[src/rtl/mmio_timer_if.sv]
// Processor-side bus of the memory-mapped timer: write strobe, address,
// write data, plus read data, window select and interrupt back to the core.
interface mmio_timer_if;
  logic        we;
  logic [31:0] a;
  logic [31:0] wd;
  logic [31:0] rd;
  logic        sel;
  logic        irq;

  modport master (
    output we, a, wd,
    input  rd, sel, irq
  );

  modport slave (
    input  we, a, wd,
    output rd, sel, irq
  );
endinterface

[src/rtl/mmio_timer.sv]
// Memory-mapped down-counting timer with 8-bit prescaler, auto-reload,
// write-1-to-clear expiry flag and level interrupt (CTRL/LOAD/COUNT/STATUS).
module mmio_timer #(
  parameter logic [31:0] BASE = 32'h0000_0400
) (
  input  logic         clk,
  input  logic         reset,
  mmio_timer_if.slave  bus
);

  typedef enum logic {
    IDLE = 1'b0,
    RUN  = 1'b1
  } state_t;

  state_t      state;
  state_t      state_nx;

  logic        auto_rl;
  logic        ie;
  logic [7:0]  pre;
  logic [7:0]  pc;
  logic [31:0] load;
  logic [31:0] count;
  logic        exp;

  logic [1:0]  idx;
  logic        wr;
  logic        wr_ctrl;
  logic        wr_load;
  logic        wr_stat;
  logic        en_rise;
  logic        tick;
  logic        expire;

  // Address decode and write qualification
  assign bus.sel = (bus.a[31:4] == BASE[31:4]);
  assign idx     = bus.a[3:2];
  assign wr      = bus.we & bus.sel;
  assign wr_ctrl = wr & (idx == 2'd0);
  assign wr_load = wr & (idx == 2'd1);
  assign wr_stat = wr & (idx == 2'd3);

  assign en_rise = wr_ctrl & bus.wd[0] & (state == IDLE);
  assign tick    = (state == RUN) & (pc == pre);
  // A LOAD write on a tick edge suppresses both decrement and expiry.
  assign expire  = tick & (count == '0) & ~wr_load;

  assign bus.irq = exp & ie;

  // Timer state: RUN is exactly CTRL.EN
  always_ff @(posedge clk or posedge reset) begin
    if (reset) begin
      state <= IDLE;
    end else begin
      state <= state_nx;
    end
  end

  always_comb begin
    state_nx = state;
    unique case (state)
      IDLE: begin
        if (wr_ctrl && bus.wd[0]) begin
          state_nx = RUN;
        end
      end
      RUN: begin
        // A CTRL write on the same edge as one-shot expiry takes priority.
        if (wr_ctrl) begin
          state_nx = bus.wd[0] ? RUN : IDLE;
        end else if (expire && !auto_rl) begin
          state_nx = IDLE;
        end
      end
      default: state_nx = IDLE;
    endcase
  end

  // CTRL fields other than EN
  always_ff @(posedge clk or posedge reset) begin
    if (reset) begin
      auto_rl <= 1'b0;
      ie      <= 1'b0;
      pre     <= '0;
    end else if (wr_ctrl) begin
      auto_rl <= bus.wd[1];
      ie      <= bus.wd[2];
      pre     <= bus.wd[15:8];
    end
  end

  // Prescaler: restarts on LOAD write or enable, free-runs only while RUN
  always_ff @(posedge clk or posedge reset) begin
    if (reset) begin
      pc <= '0;
    end else if (wr_load || en_rise) begin
      pc <= '0;
    end else if (state == RUN) begin
      pc <= tick ? '0 : pc + 8'd1;
    end
  end

  // LOAD and COUNT
  always_ff @(posedge clk or posedge reset) begin
    if (reset) begin
      load  <= '0;
      count <= '0;
    end else if (wr_load) begin
      load  <= bus.wd;
      count <= bus.wd;
    end else if (tick) begin
      if (count != '0) begin
        count <= count - 32'd1;
      end else if (auto_rl) begin
        count <= load;
      end
    end
  end

  // Expiry flag: set beats write-1-to-clear
  always_ff @(posedge clk or posedge reset) begin
    if (reset) begin
      exp <= 1'b0;
    end else if (expire) begin
      exp <= 1'b1;
    end else if (wr_stat && bus.wd[0]) begin
      exp <= 1'b0;
    end
  end

  // Read mux
  always_comb begin
    bus.rd = '0;
    if (bus.sel) begin
      unique case (idx)
        2'd0: bus.rd = {16'h0000, pre, 5'b00000, ie, auto_rl, (state == RUN)};
        2'd1: bus.rd = load;
        2'd2: bus.rd = count;
        2'd3: bus.rd = {31'd0, exp};
        default: bus.rd = '0;
      endcase
    end
  end

endmodule

[src/flat_wrapper.sv]
// flat-port wrapper written by rule: the top's interface ports become plain ports
module mmio_timer_flat 
#(
  parameter logic [31:0] BASE = 32'h0000_0400
)
  (clk, reset, bus_we, bus_a, bus_wd, bus_rd, bus_sel, bus_irq);
  mmio_timer_if bus_i ();
  input  logic clk;
  input  logic reset;
  input wire logic [$bits(bus_i.we)-1:0] bus_we;
  input wire logic [$bits(bus_i.a)-1:0] bus_a;
  input wire logic [$bits(bus_i.wd)-1:0] bus_wd;
  output wire logic [$bits(bus_i.rd)-1:0] bus_rd;
  output wire logic [$bits(bus_i.sel)-1:0] bus_sel;
  output wire logic [$bits(bus_i.irq)-1:0] bus_irq;
  assign bus_i.we = bus_we;
  assign bus_i.a = bus_a;
  assign bus_i.wd = bus_wd;
  assign bus_rd = bus_i.rd;
  assign bus_sel = bus_i.sel;
  assign bus_irq = bus_i.irq;
  mmio_timer #(.BASE(BASE)) u_core (.clk(clk), .reset(reset), .bus(bus_i));
endmodule
[config.mk]
export PLATFORM = sky130hd
export DESIGN_NAME = mmio_timer_flat
export DESIGN_NICKNAME = d
export VERILOG_FILES = /design/src/rtl/mmio_timer_if.sv /design/src/rtl/mmio_timer.sv /design/src/flat_wrapper.sv
export SDC_FILE = /design/constraint.sdc
export NUM_CORES = 1
export LEC_CHECK = 0
export ABC_AREA = 1
export CORE_UTILIZATION = 54
export CTS_CLUSTER_SIZE = 10
export DETAILED_ROUTE_END_ITERATION = 16
export PLACE_DENSITY_LB_ADDON = 0.25
export SYNTH_ARGS = -nofsm -noshare
export SYNTH_HDL_FRONTEND = slang
export SYNTH_SLANG_ARGS = --single-unit
[constraint.sdc]
create_clock -name clk -period 3.4 [get_ports clk]
set_input_delay 0.34 -clock clk [delete_from_list [all_inputs] [get_ports clk]]
set_output_delay 0.34 -clock clk [all_outputs]
set_load 0.05 [all_outputs]
**After elaboration in Yosys (flattened, before gate mapping)**

Cells that the tools add are included.
Widths: inputs -> output; s select.

- Add/subtract/negate cells: 2
- Equal/unequal tests: 5
- Multiplexer cells: 16
- Bitwise logic cells: 12
- Reductions and logical operators: 13

Operator list:

| cell | number |
|---|---|
| $mux 32 | 5 |
| $pmux 32 s4 | 1 |
| $logic_not 32->1 | 1 |
| $reduce_bool 32->1 | 1 |
| $sub 32x1->32 const B | 1 |
| $eq 28x7->1 const B | 1 |
| $mux 8 | 3 |
| $and 1x1->1 | 10 |
| $add 8x1->8 const B | 1 |
| $eq 8x8->1 | 1 |
| $mux 1 | 6 |
| $reduce_bool 2->1 | 3 |
| $eq 2x2->1 const B | 2 |
| $logic_and 1x1->1 | 3 |
| $reduce_bool 3->1 | 1 |
| $eq 2x1->1 const B | 1 |
| $logic_not 2->1 | 1 |
| $not 1->1 | 2 |
| $pmux 1 s2 | 1 |
| $reduce_and 2->1 | 1 |
| $logic_not 1->1 | 1 |
| $logic_or 1x1->1 | 1 |

- Bits in registers: 84
- Bits of input ports: 67
- Logic and storage cells: 56

**Logic depth before layout (Yosys ltp)**

Gate-level depths: netlist of the first run.

- Depth in word-level cells: 9
- Gate-level depth with buffers: 14
- Mapped depth without buffers: 14

**Least setup slack after synthesis of the first run**

Ideal clock, no wire load.

- Path kind: input to output
- Start point: input bus_a[27]
- End point: output bus_rd[0]
- Arrival time: 2546 ps
- Required time: 3060 ps
- Slack: 514 ps
- Stages: 7
- Buffers on the path: 0
- Path through: nor2_1 > nand2_1 > nor2_1 > nand2_1 > nor2_2 > inv_1 > a221oi_1

- Word-level cells in the longest chain between the ends: 2

Ends and longest elaborated chain:

| what | RTL line | source |
|---|---|---|
| start, declared | flat_wrapper.sv:11 | `input wire logic [$bits(bus_i.a)-1:0] bus_a;` |
| $eq 28x7->1 | mmio_timer.sv:37 | `assign bus.sel = (bus.a[31:4] == BASE[31:4]);` |
| via bus_sel | flat_wrapper.sv:14 | `output wire logic [$bits(bus_i.sel)-1:0] bus_sel;` |
| $mux 32 | mmio_timer.sv:135 | `if (bus.sel) begin` |
| end, declared | flat_wrapper.sv:13 | `output wire logic [$bits(bus_i.rd)-1:0] bus_rd;` |

The timed path passes the listed nets, and every way through them passes these cells.

**Worst setup path after layout of the first run**

- Start point: input bus_a[21]
- End point: output bus_rd[18]

- Word-level cells in the longest chain between the ends: 2

Ends and longest elaborated chain:

| what | RTL line |
|---|---|
| $eq 28x7->1 | mmio_timer.sv:37 |
| $mux 32 | mmio_timer.sv:135 |

Every way passes these cells.

==> results.json, run 1 <==
{
  "cts_tree": "built",
  "cts.clk_slew.worst_paths_ns": 0.08,
  "max_freq_mhz": 356,
  "final-hold-violation-count": 0,
  "floorplan.initialDensity": 0.556,
  "nNetsFinal": 1146,
  "hold_ws_ns": 0.369,
  "postSynthCellCount": 986,
  "finish.utilization": 0.681,
  "worst_r2r_endpoint": "u_core.count[16]$_DFFE_PP0P_",
  "synth.top_cell.area_share": 0.349,
  "total_leakage_power_nw": 3.94,
  "synthesis.yosys.warnings": 0,
  "synth_top_cell_by_area": "sky130_fd_sc_hd__dfrtp_1",
  "yosys-top-cells-area": "sky130_fd_sc_hd__dfrtp_1 (35%), sky130_fd_sc_hd__nand2_1 (24%), sky130_fd_sc_hd__nor2_1 (9.8%)",
  "clock_insertion_delay_worst_skew_ns": 0.37,
  "antenna_found_initial": 0,
  "core_outline_area_um2": 10800,
  "dieArea_um2": 11600,
  "netlist-cell-type-count": 30,
  "yosysSeqAreaShare": 0.349,
  "netlist_area_um2": 6020,
  "ctsHoldBuffers": 0,
  "synth-async-reset-ratio": 1.00,
  "grt_pass1_vias": 5988,
  "hp-class": "primary input to asynchronous set/reset pin",
  "design.portCount": 101,
  "critical_path.max_fanout": 17,
  "cp_data_required_time_ns": 3.06,
  "post-route-period-util": 0.825,
  "timing.setup.critical_path_class": "primary input to output pin",
  "grt_first_pass_wirelength_mm": 28.6,
  "wire_per_inst_um": 14.3,
  "route.detailed.vias_per_inst": 5.41,
  "postRouteAntennaNets": 0,
  "drc": 0,
  "drt_pass1_iterations": 6,
  "worst_setup_path_start_kind": "primary input",
  "grt_setup_unrepaired": "no",
  "setup_violations": 0,
  "count_of_flip_flops_with_a_built_in_enable_after_synthesis": 0,
  "critical_path.endpoint": "bus_rd[18]",
  "ys_dominant_reg_cell": "sky130_fd_sc_hd__dfrtp_1",
  "post_cts_buffers": 0,
  "place.gp.congestion": 0.951,
  "port-buffer-count": 98,
  "vias": 6592,
  "timing_max_transition_violations_final": 0,
  "skew_ns": 0.00806,
  "placedInstanceArea_um2": 7210,
  "slew_headroom": 0.540,
  "tritoncts.num_buffers": 9,
  "post_synthesis_net_count": 1056,
  "post-route-worst-setup-slack_ns": 0.595,
  "drive_above_1_share": 0.0816,
  "drt_iter0_drc": 510,
  "ctsHtreeMaxLevel": 3,
  "hpwl_dp_mm": 12.9,
  "worst_pin_slew_ns": 0.690,
  "drt_wl_total_mm": 17.5,
  "final_area_um2": 7380,
  "dieHeight_um": 108,
  "powerDensity_nw_per_um2": 250,
  "number_of_clock_sinks": 84,
  "ys_ff_latch": 84,
  "status": "finished, final reports clean",
  "clock-root-buffer": "sky130_fd_sc_hd__clkbuf_8",
  "synthesis.area_per_instance_um2": 6.11,
  "launch_instance_of_the_worst_register_to_register_path": "u_core.count[0]$_DFFE_PP0P_",
  "worst_setup_path_end_kind": "output pin",
  "maxCapViolCount": 0,
  "synthToLayoutAreaGrowth_pct": 22.6,
  "arrival_ns": 2.47,
  "fillCellCount": 1010,
  "gr-total-overflow": 0,
  "globalRouteTotalUtil": 0.319,
  "cts_resized": 0,
  "fp.dieW_um": 108,
  "rows": 38,
  "min_period_ns": 2.81,
  "cts_max_path_buffers": 2,
  "antenna_cells_inserted": 0,
  "worst_reg2reg_path_depth": 12,
  "worst_setup_path_startpoint": "bus_a[21]",
  "setup.reg_to_reg.worst_slack_ns": 1.13,
  "fin_setup_tns_ns": 0,
  "preCtsSetupSlack_ns": 0.616,
  "ir_drop_mv": 0.204,
  "grt_max_degree": 49
}
-- worst max-delay path, stage by stage --
cell and delay (ns):
sky130_fd_sc_hd__clkdlybuf4s50_1 0.42, sky130_fd_sc_hd__nor2_1 0.11, sky130_fd_sc_hd__nand2_1 0.06, sky130_fd_sc_hd__nor2_1 0.14
sky130_fd_sc_hd__nand2_1 0.08, sky130_fd_sc_hd__nor2_2 0.22, sky130_fd_sc_hd__inv_1 0.34, sky130_fd_sc_hd__buf_4 0.32
sky130_fd_sc_hd__a21oi_1 0.19, sky130_fd_sc_hd__buf_4 0.23
-- synth_stat cells, types with 2 or more instances --
cell type                  number
sky130_fd_sc_hd__nand2_1      381
sky130_fd_sc_hd__nor2_1       158
sky130_fd_sc_hd__inv_1         94
sky130_fd_sc_hd__nand3_1       86
sky130_fd_sc_hd__dfrtp_1       84
sky130_fd_sc_hd__o21ai_0       34
sky130_fd_sc_hd__a21oi_1       25
sky130_fd_sc_hd__clkbuf_1      16
sky130_fd_sc_hd__xor2_1        12
sky130_fd_sc_hd__a31oi_1       10
sky130_fd_sc_hd__buf_2         10
sky130_fd_sc_hd__nand4_1       10
sky130_fd_sc_hd__nand2_2        9
sky130_fd_sc_hd__nor2_2         9
sky130_fd_sc_hd__o21ai_1        7
sky130_fd_sc_hd__nor3_1         6
sky130_fd_sc_hd__xnor2_1        6
sky130_fd_sc_hd__inv_2          5
sky130_fd_sc_hd__nor2_4         5
sky130_fd_sc_hd__buf_6          3
sky130_fd_sc_hd__ha_1           3
sky130_fd_sc_hd__nand3b_1       3
sky130_fd_sc_hd__a221oi_1       2
sky130_fd_sc_hd__buf_4          2
-- where the power goes --
part / internal, mW / total (mW) / switching (mW)
logic: 0.0789 / 0.149 / 0.0702
registers: 0.998 / 0.998 / 0.0000000908
clock network: 0.333 / 0.695 / 0.362
total: 1.41 / 1.84 / 0.432
-- layer usage --
layer	part of all wire	routed length, um	up-vias	global-route usage
met1	0.44	7600	3004	0.424
met5	0	0	-	0
met2	0.46	7980	296	0.518
met3	0.086	1500	41	0.0563
li1	-	-	3251	-
met4	0.022	385	0	0.117
-- flip-flops by register name (all words and copies together) (netlist names) --
signal	cells
u_core.state	1
u_core.pc	8
u_core.exp	1
u_core.count	32
u_core.load	32
u_core.auto_rl	1
u_core.pre	8
u_core.ie	1
-- cell families (layout without fill, tap and decap cells) --
kind of cell | count (synthesis) | in the layout | share of synthesized area
flops | 84 | 84 | 0.349
fa+ha+maj | 3 | 3 | 0.00623
xor+xnor | 18 | 18 | 0.0262
compound gates | 79 | 79 | 0.0694
buf+inv | 131 | 224 | 0.0891
simple gates | 671 | 671 | 0.460
-- cells in the final DEF, fill, tap and decap left out, drive strengths merged --
cell type,n
clkdlybuf4s50,66
and2,1
buf,44
o21ai,41
dfrtp,84
nand2,391
ha,3
clkinvlp,1
xor2,12
clkinv,1
nor3,6
nor2,172
or2,1
a221oi,2
o21a,1
nand4,10
nand3b,3
inv,99
a21oi,25
clkbuf,12
nand3,87
bufinv,1
xnor2,6
a31oi,10
-- cell type report --
class | instances | area (um^2) | area share
clock inverter | 2 | 37.5 | 0.00508
clock buffer | 12 | 135 | 0.0183
inverter | 100 | 379 | 0.0514
sequential | 84 | 2100 | 0.285
timing repair buffer | 110 | 1170 | 0.158
multi-input combinational | 771 | 3390 | 0.459
tap | 140 | 175 | 0.0237
-- stage by stage --
step / std cells / total power [mW]
after global placement: 1205 / 1.17
final: 1219 / 1.84
after CTS: 1219 / 1.85
after floorplan: 986 / 1.06
after detailed placement: 1205 / 1.17
after global routing: 1219 / 1.90
-- how the worst min path moves through the flow --
stage                     cells past startpoint                   from                          end
after global placement                        2  u_core.ie$_DFFE_PP0P_        u_core.ie$_DFFE_PP0P_
after CTS                                     2                  reset  u_core.count[8]$_DFFE_PP0P_
after detailed placement                      2  u_core.ie$_DFFE_PP0P_        u_core.ie$_DFFE_PP0P_
final                                         2                  reset    u_core.pre[1]$_DFFE_PP0P_
after global routing                          2                  reset    u_core.pre[1]$_DFFE_PP0P_
after floorplan                               2  u_core.ie$_DFFE_PP0P_        u_core.ie$_DFFE_PP0P_
Note: power is estimated with default switching activity, not from simulation.
==> run 2, diff against run 1 <==
Clock period 3.4 ns to 2.78 ns, I/O delays scaled along.
==> run 2 against run 1 <==
Effect of this change: register-to-register slack worse by 0.59 ns; clock skew up 0.011 ns; cell count up 0.57%; via count down 0.11%; power up 25%; clock power up 28%; critical path depth unchanged; critical endpoint is now bus_rd[13].
==> results.json, run 2 (synthesis results as in run 1) <==
{
  "dieHeight_um": 108,
  "place.gp.congestion": 0.983,
  "fp.dieW_um": 108,
  "tritoncts.num_buffers": 9,
  "layout_commonest_cell": "sky130_fd_sc_hd__nand2_1",
  "delay_of_the_slowest_cell_on_the_worst_path_ns": 0.42,
  "nNetsFinal": 1152,
  "number_of_cells_after_detailed_placement": 1211,
  "ctsHoldBuffers": 0,
  "status": "finished, final reports clean",
  "powerDensity_nw_per_um2": 299,
  "drt_iter0_drc": 562,
  "worstPathCellList": "clkdlybuf4s50_1, nor2_1, nand2_1, nor2_1, nand2_1, nor2_2, inv_1, buf_4, a31oi_1, buf_12",
  "mostFrequentLayoutCells": "sky130_fd_sc_hd__nand2_1 (381), sky130_fd_sc_hd__nor2_1 (157), sky130_fd_sc_hd__inv_1 (93), sky130_fd_sc_hd__nand3_1 (86), sky130_fd_sc_hd__dfrtp_1 (84)",
  "setup.reg_to_reg.worst_slack_ns": 0.54,
  "gr-total-overflow": 0,
  "cts.clk_slew.worst_paths_ns": 0.10,
  "dr_wl_met3_mm": 1.71,
  "arrival_ns": 2.15,
  "launch_instance_of_the_worst_register_to_register_path": "u_core.count[0]$_DFFE_PP0P_",
  "cpMaxStageDelayCell": "sky130_fd_sc_hd__clkdlybuf4s50_1",
  "worst_r2r_endpoint": "u_core.count[19]$_DFFE_PP0P_",
  "skew_ns": 0.0186,
  "post_cts_buffers": 0,
  "grt_first_pass_wirelength_mm": 28.8,
  "synthToLayoutAreaGrowth_pct": 27.7,
  "wire_per_inst_um": 14.4,
  "rows": 38,
  "p_int_mw": 1.75,
  "cts_max_path_buffers": 2,
  "cp_num_buf_inv": 4,
  "drive_above_1_share": 0.0902,
  "power_switching_uw": 543,
  "route.detailed.vias_per_inst": 5.37,
  "min_period_ns": 2.43,
  "vias": 6585,
  "worst_setup_path_end_kind": "output pin",
  "ir_drop_mv": 0.242,
  "seqPwrFrac": 0.531,
  "critical_path_depth": 10,
  "slew_headroom": 0.667,
  "path_delay_family": "buffers and inverters",
  "globalRouteTotalUtil": 0.318,
  "grt_setup_unrepaired": "no",
  "highest_layer": "met4",
  "hp-class": "primary input to asynchronous set/reset pin",
  "cts_resized": 0,
  "swShare": 0.236,
  "antenna_cells_inserted": 0,
  "final-hold-violation-count": 0,
  "grt_max_degree": 46,
  "design.portCount": 101,
  "postRouteAntennaNets": 0,
  "port-buffer-count": 98,
  "fin_setup_tns_ns": 0,
  "hpwl_dp_mm": 13.3,
  "timing.setup.critical_path_class": "primary input to output pin",
  "p_comb_frac": 0.081,
  "floorplan.initialDensity": 0.556,
  "worst_pin_slew_ns": 0.498,
  "multi_input_comb_area_um2": 3390,
  "clockPowerShare": 0.388,
  "grt_pass1_vias": 6141,
  "clock_insertion_delay_worst_skew_ns": 0.37,
  "max_freq_mhz": 411,
  "ctsHtreeMaxLevel": 3,
  "finish.utilization": 0.710,
  "drc": 0,
  "post-route-period-util": 0.874,
  "met1_length_mm": 7.37,
  "drt_pass1_iterations": 8,
  "regArea_um2": 2100,
  "drt_wl_total_mm": 17.6,
  "cp_data_required_time_ns": 2.50,
  "antenna_found_initial": 0,
  "stdcell_count": 1226,
  "core_outline_area_um2": 10800,
  "total_leakage_power_nw": 4.03,
  "worst_setup_path_startpoint": "bus_a[27]",
  "dieArea_um2": 11600,
  "number_of_clock_sinks": 84,
  "timing_max_transition_violations_final": 0,
  "route.met2.wl_mm": 8.11,
  "critical_path.max_fanout": 13,
  "fillCellCount": 931,
  "maxCapViolCount": 0,
  "cts_tree": "built",
  "clock-root-buffer": "sky130_fd_sc_hd__clkbuf_8",
  "top_regs": "u_core.count: 32 flops, u_core.load: 32 flops",
  "worst_setup_path_start_kind": "primary input",
  "setup_violations": 0,
  "critical_path.endpoint": "bus_rd[13]",
  "worst_reg2reg_path_depth": 12
}
[run 2: cell count changes in the layout (fill, tap and decap cells not counted)]
cell                              before  now
sky130_fd_sc_hd__clkinvlp_4            1    2
sky130_fd_sc_hd__buf_4                30   17
sky130_fd_sc_hd__clkbuf_8              9   10
sky130_fd_sc_hd__clkbuf_1              3    1
sky130_fd_sc_hd__clkdlybuf4s50_1      66   65
sky130_fd_sc_hd__buf_12               14   34
sky130_fd_sc_hd__clkinv_2              1    2
[run 2: worst min-delay path by stage]
stage,from,to,cells after the start
final,reset,u_core.pc[4]$_DFFE_PP0P_,2
after global routing,reset,u_core.pc[4]$_DFFE_PP0P_,2
after CTS,reset,u_core.pc[6]$_DFFE_PP0P_,2
after detailed placement,u_core.load[28]$_DFFE_PP0P_,u_core.load[28]$_DFFE_PP0P_,2
after global placement,u_core.ie$_DFFE_PP0P_,u_core.ie$_DFFE_PP0P_,2
after floorplan,bus_wd[25],u_core.load[25]$_DFFE_PP0P_,2
[run 2: metrics by stage]
stage / hold slack (ns) / setup slack (ns) / total power, mW / cell area, um^2
finish: 0.161 / 0.350 / 2.30 / 7690
global route: 0.200 / 0.210 / 2.37 / 7690
CTS: 0.174 / 0.373 / 2.29 / 7690
detailed placement: 0.487 / 0.400 / 1.43 / 7500
global placement: 0.478 / 0.416 / 1.43 / 7500
floorplan: 0.406 / 0.0176 / 1.30 / 6020
[run 2: cell type report]
class	count	area share
clock inverter	4	0.00651
multi-input combinational	771	0.440
inverter	100	0.0493
clock buffer	11	0.0184
sequential	84	0.273
tap	140	0.0228
timing repair buffer	116	0.190
[run 2: routing by layer]
metal  vias up  track usage
li1       3253            -
met2       316        0.507
met3        44       0.0696
met5         -            0
met4         0        0.118
met1      2972        0.421
[run 2: power groups by stage]
| stage | Clock (mW) | Combinational [mW] | Sequential [mW] |
|---|---|---|---|
| finish | 0.890 | 0.186 | 1.22 |
| global route | 0.950 | 0.204 | 1.22 |
| CTS | 0.886 | 0.188 | 1.22 |
| detailed placement | 0 | 0.187 | 1.24 |
| global placement | 0 | 0.185 | 1.24 |
| floorplan | 0 | 0.0543 | 1.25 |
[run 2: worst register-to-register path, cell delays in order, from the launching register on]
cell,delay (ns)
sky130_fd_sc_hd__dfrtp_1,0.43
sky130_fd_sc_hd__inv_1,0.12
sky130_fd_sc_hd__ha_1,0.24
sky130_fd_sc_hd__nand3_1,0.10
sky130_fd_sc_hd__nor2_1,0.09
sky130_fd_sc_hd__nand2_1,0.08
sky130_fd_sc_hd__nor2_2,0.15
sky130_fd_sc_hd__nand3_2,0.12
sky130_fd_sc_hd__nand2_2,0.14
sky130_fd_sc_hd__nand2_2,0.32
sky130_fd_sc_hd__inv_1,0.22
sky130_fd_sc_hd__nand2_1,0.08
sky130_fd_sc_hd__nand3_1,0.08
==> run 3, diff against run 2 <==
Settings changed: CORE_MARGIN set to 2.
==> run 3 against run 2 <==
Effect of this change: highest routed layer unchanged; cell area is 0.28% lower; via count hardly changed; sequential share of layout area is 0.076 points higher; clock-buffer cell count stayed put; clock power is 1% lower; cell count stayed put; combinational power hardly changed; critical path depth stayed put; setup slack worse by 0.014 ns; hold slack better by 0.092 ns.
==> results.json, run 3 (synthesis results as in run 1) <==
{
  "nNetsFinal": 1152,
  "preCtsSetupSlack_ns": 0.336,
  "antenna_found_initial": 0,
  "powerDensity_nw_per_um2": 298,
  "globalRouteTotalUtil": 0.310,
  "hp-class": "primary input to asynchronous set/reset pin",
  "maxCapViolCount": 0,
  "grt_pass1_vias": 6105,
  "number_of_clock_sinks": 84,
  "drt_pass1_iterations": 5,
  "max_freq_mhz": 409,
  "layout_commonest_cell": "sky130_fd_sc_hd__nand2_1",
  "drt_iter0_drc": 603,
  "worst_pin_slew_ns": 0.560,
  "number_of_cells_after_detailed_placement": 1211,
  "setup_violations": 0,
  "cpMaxStageDelayCell": "sky130_fd_sc_hd__clkdlybuf4s50_1",
  "drive_above_1_share": 0.0893,
  "mostFrequentLayoutCells": "sky130_fd_sc_hd__nand2_1 (381), sky130_fd_sc_hd__nor2_1 (157), sky130_fd_sc_hd__inv_1 (93), sky130_fd_sc_hd__nand3_1 (86), sky130_fd_sc_hd__dfrtp_1 (84)",
  "hpwl_dp_mm": 13.2,
  "arrival_ns": 2.17,
  "rows": 38,
  "post-route-period-util": 0.879,
  "status": "finished, final reports clean",
  "gr-total-overflow": 0,
  "floorplan.initialDensity": 0.556,
  "grt_first_pass_wirelength_mm": 28.9,
  "fin_setup_tns_ns": 0,
  "hold_ws_ns": 0.253,
  "route.detailed.vias_per_inst": 5.37,
  "wire_per_inst_um": 14.4,
  "fillCellCount": 936,
  "stdcell_count": 1226,
  "drc": 0,
  "launch_instance_of_the_worst_register_to_register_path": "u_core.count[0]$_DFFE_PP0P_",
  "groute.layer.met1.usage": 0.417,
  "top_regs": "u_core.count: 32 flops, u_core.load: 32 flops",
  "ctsHtreeMaxLevel": 3,
  "port-buffer-count": 98,
  "critical_path.max_fanout": 10,
  "dieHeight_um": 110,
  "cp_data_required_time_ns": 2.50,
  "clock_insertion_delay_worst_skew_ns": 0.38,
  "grt_max_degree": 33,
  "multi_input_comb_area_um2": 3390,
  "timing.setup.critical_path_class": "primary input to output pin",
  "delay_of_the_slowest_cell_on_the_worst_path_ns": 0.42,
  "post_cts_buffers": 0,
  "regArea_um2": 2100,
  "met3_layer_usage_reported_by_global_route": 0.0622,
  "grt_setup_unrepaired": "no",
  "tritoncts.num_buffers": 9,
  "worst_setup_path_start_kind": "primary input",
  "vias": 6583,
  "slew_headroom": 0.626,
  "skew_ns": 0.00848,
  "core_outline_area_um2": 10800,
  "synthToLayoutAreaGrowth_pct": 27.4,
  "ctsHoldBuffers": 0,
  "groute.layer.met2.usage": 0.500,
  "finish.utilization": 0.708,
  "grt_most_used_layer": "met2",
  "drt_wl_total_mm": 17.7,
  "cts_resized": 0,
  "worst_setup_path_startpoint": "bus_a[27]",
  "timing_max_transition_violations_final": 0,
  "total_leakage_power_nw": 4.02,
  "cts.clk_slew.worst_paths_ns": 0.08,
  "cts_max_path_buffers": 2,
  "postRouteAntennaNets": 0,
  "cts_tree": "built",
  "fp.dieW_um": 110,
  "ir_drop_mv": 0.234,
  "worst_setup_path_end_kind": "output pin",
  "final_area_um2": 7670,
  "worstPathCellList": "clkdlybuf4s50_1, nor2_1, nand2_1, nor2_1, nand2_1, nor2_2, inv_1, buf_4, a31oi_1, buf_12",
  "final-hold-violation-count": 0,
  "dieArea_um2": 12000,
  "p_total_mw": 2.28,
  "clock-root-buffer": "sky130_fd_sc_hd__clkbuf_8",
  "design.portCount": 101,
  "antenna_cells_inserted": 0,
  "placedInstanceArea_um2": 7490,
  "min_period_ns": 2.44,
  "post-route-worst-setup-slack_ns": 0.336,
  "place.gp.congestion": 0.969
}
-- run 3: changes by cell type in the layout (fill, tap and decap cells not counted), sizes merged --
cell and delta:
clkinv +1, clkinvlp -1
-- run 3: cell type report --
cell class | count | area share
Inverter | 100 | 0.0494
Tap cell | 140 | 0.0228
Clock buffer | 11 | 0.0171
Timing Repair Buffer | 116 | 0.189
Sequential cell | 84 | 0.274
Multi-Input combinational cell | 771 | 0.441
Clock inverter | 4 | 0.00669
-- run 3: path summary, 6_finish.rpt --
kind	slack, ns	depth (start not counted)	endpoint
min in group clk	0.46	3	u_core.load[25]$_DFFE_PP0P_
hold reg to reg	0.50	2	u_core.ie$_DFFE_PP0P_
setup reg to reg	0.50	12	u_core.count[19]$_DFFE_PP0P_
hold / removal	0.25	2	u_core.ie$_DFFE_PP0P_
setup / recovery	0.34	10	bus_rd[10]
max in group asynchronous	1.79	3	u_core.load[30]$_DFFE_PP0P_
-- run 3: critical path, delay by kind of cell --
kind                   cells  cell delay (ns)
AO/OA/AOI/OAI              1             0.32
AND/OR/NAND/NOR            5             0.56
buffers and inverters      4             1.00
-- run 3: layer usage --
metal  vias to the layer above  wire, um
met5                         -         0
met4                         0       367
met3                        37      1530
met2                       288      8160
met1                      2995      7630
li1                       3263         -
-- run 3: power by group --
part           switching, mW  leakage [nW]  internal, mW
combinational         0.0857          2.83        0.0974
clock                  0.469        0.0894         0.411
sequential       0.000000113          1.10          1.22
total                  0.554          4.02          1.73
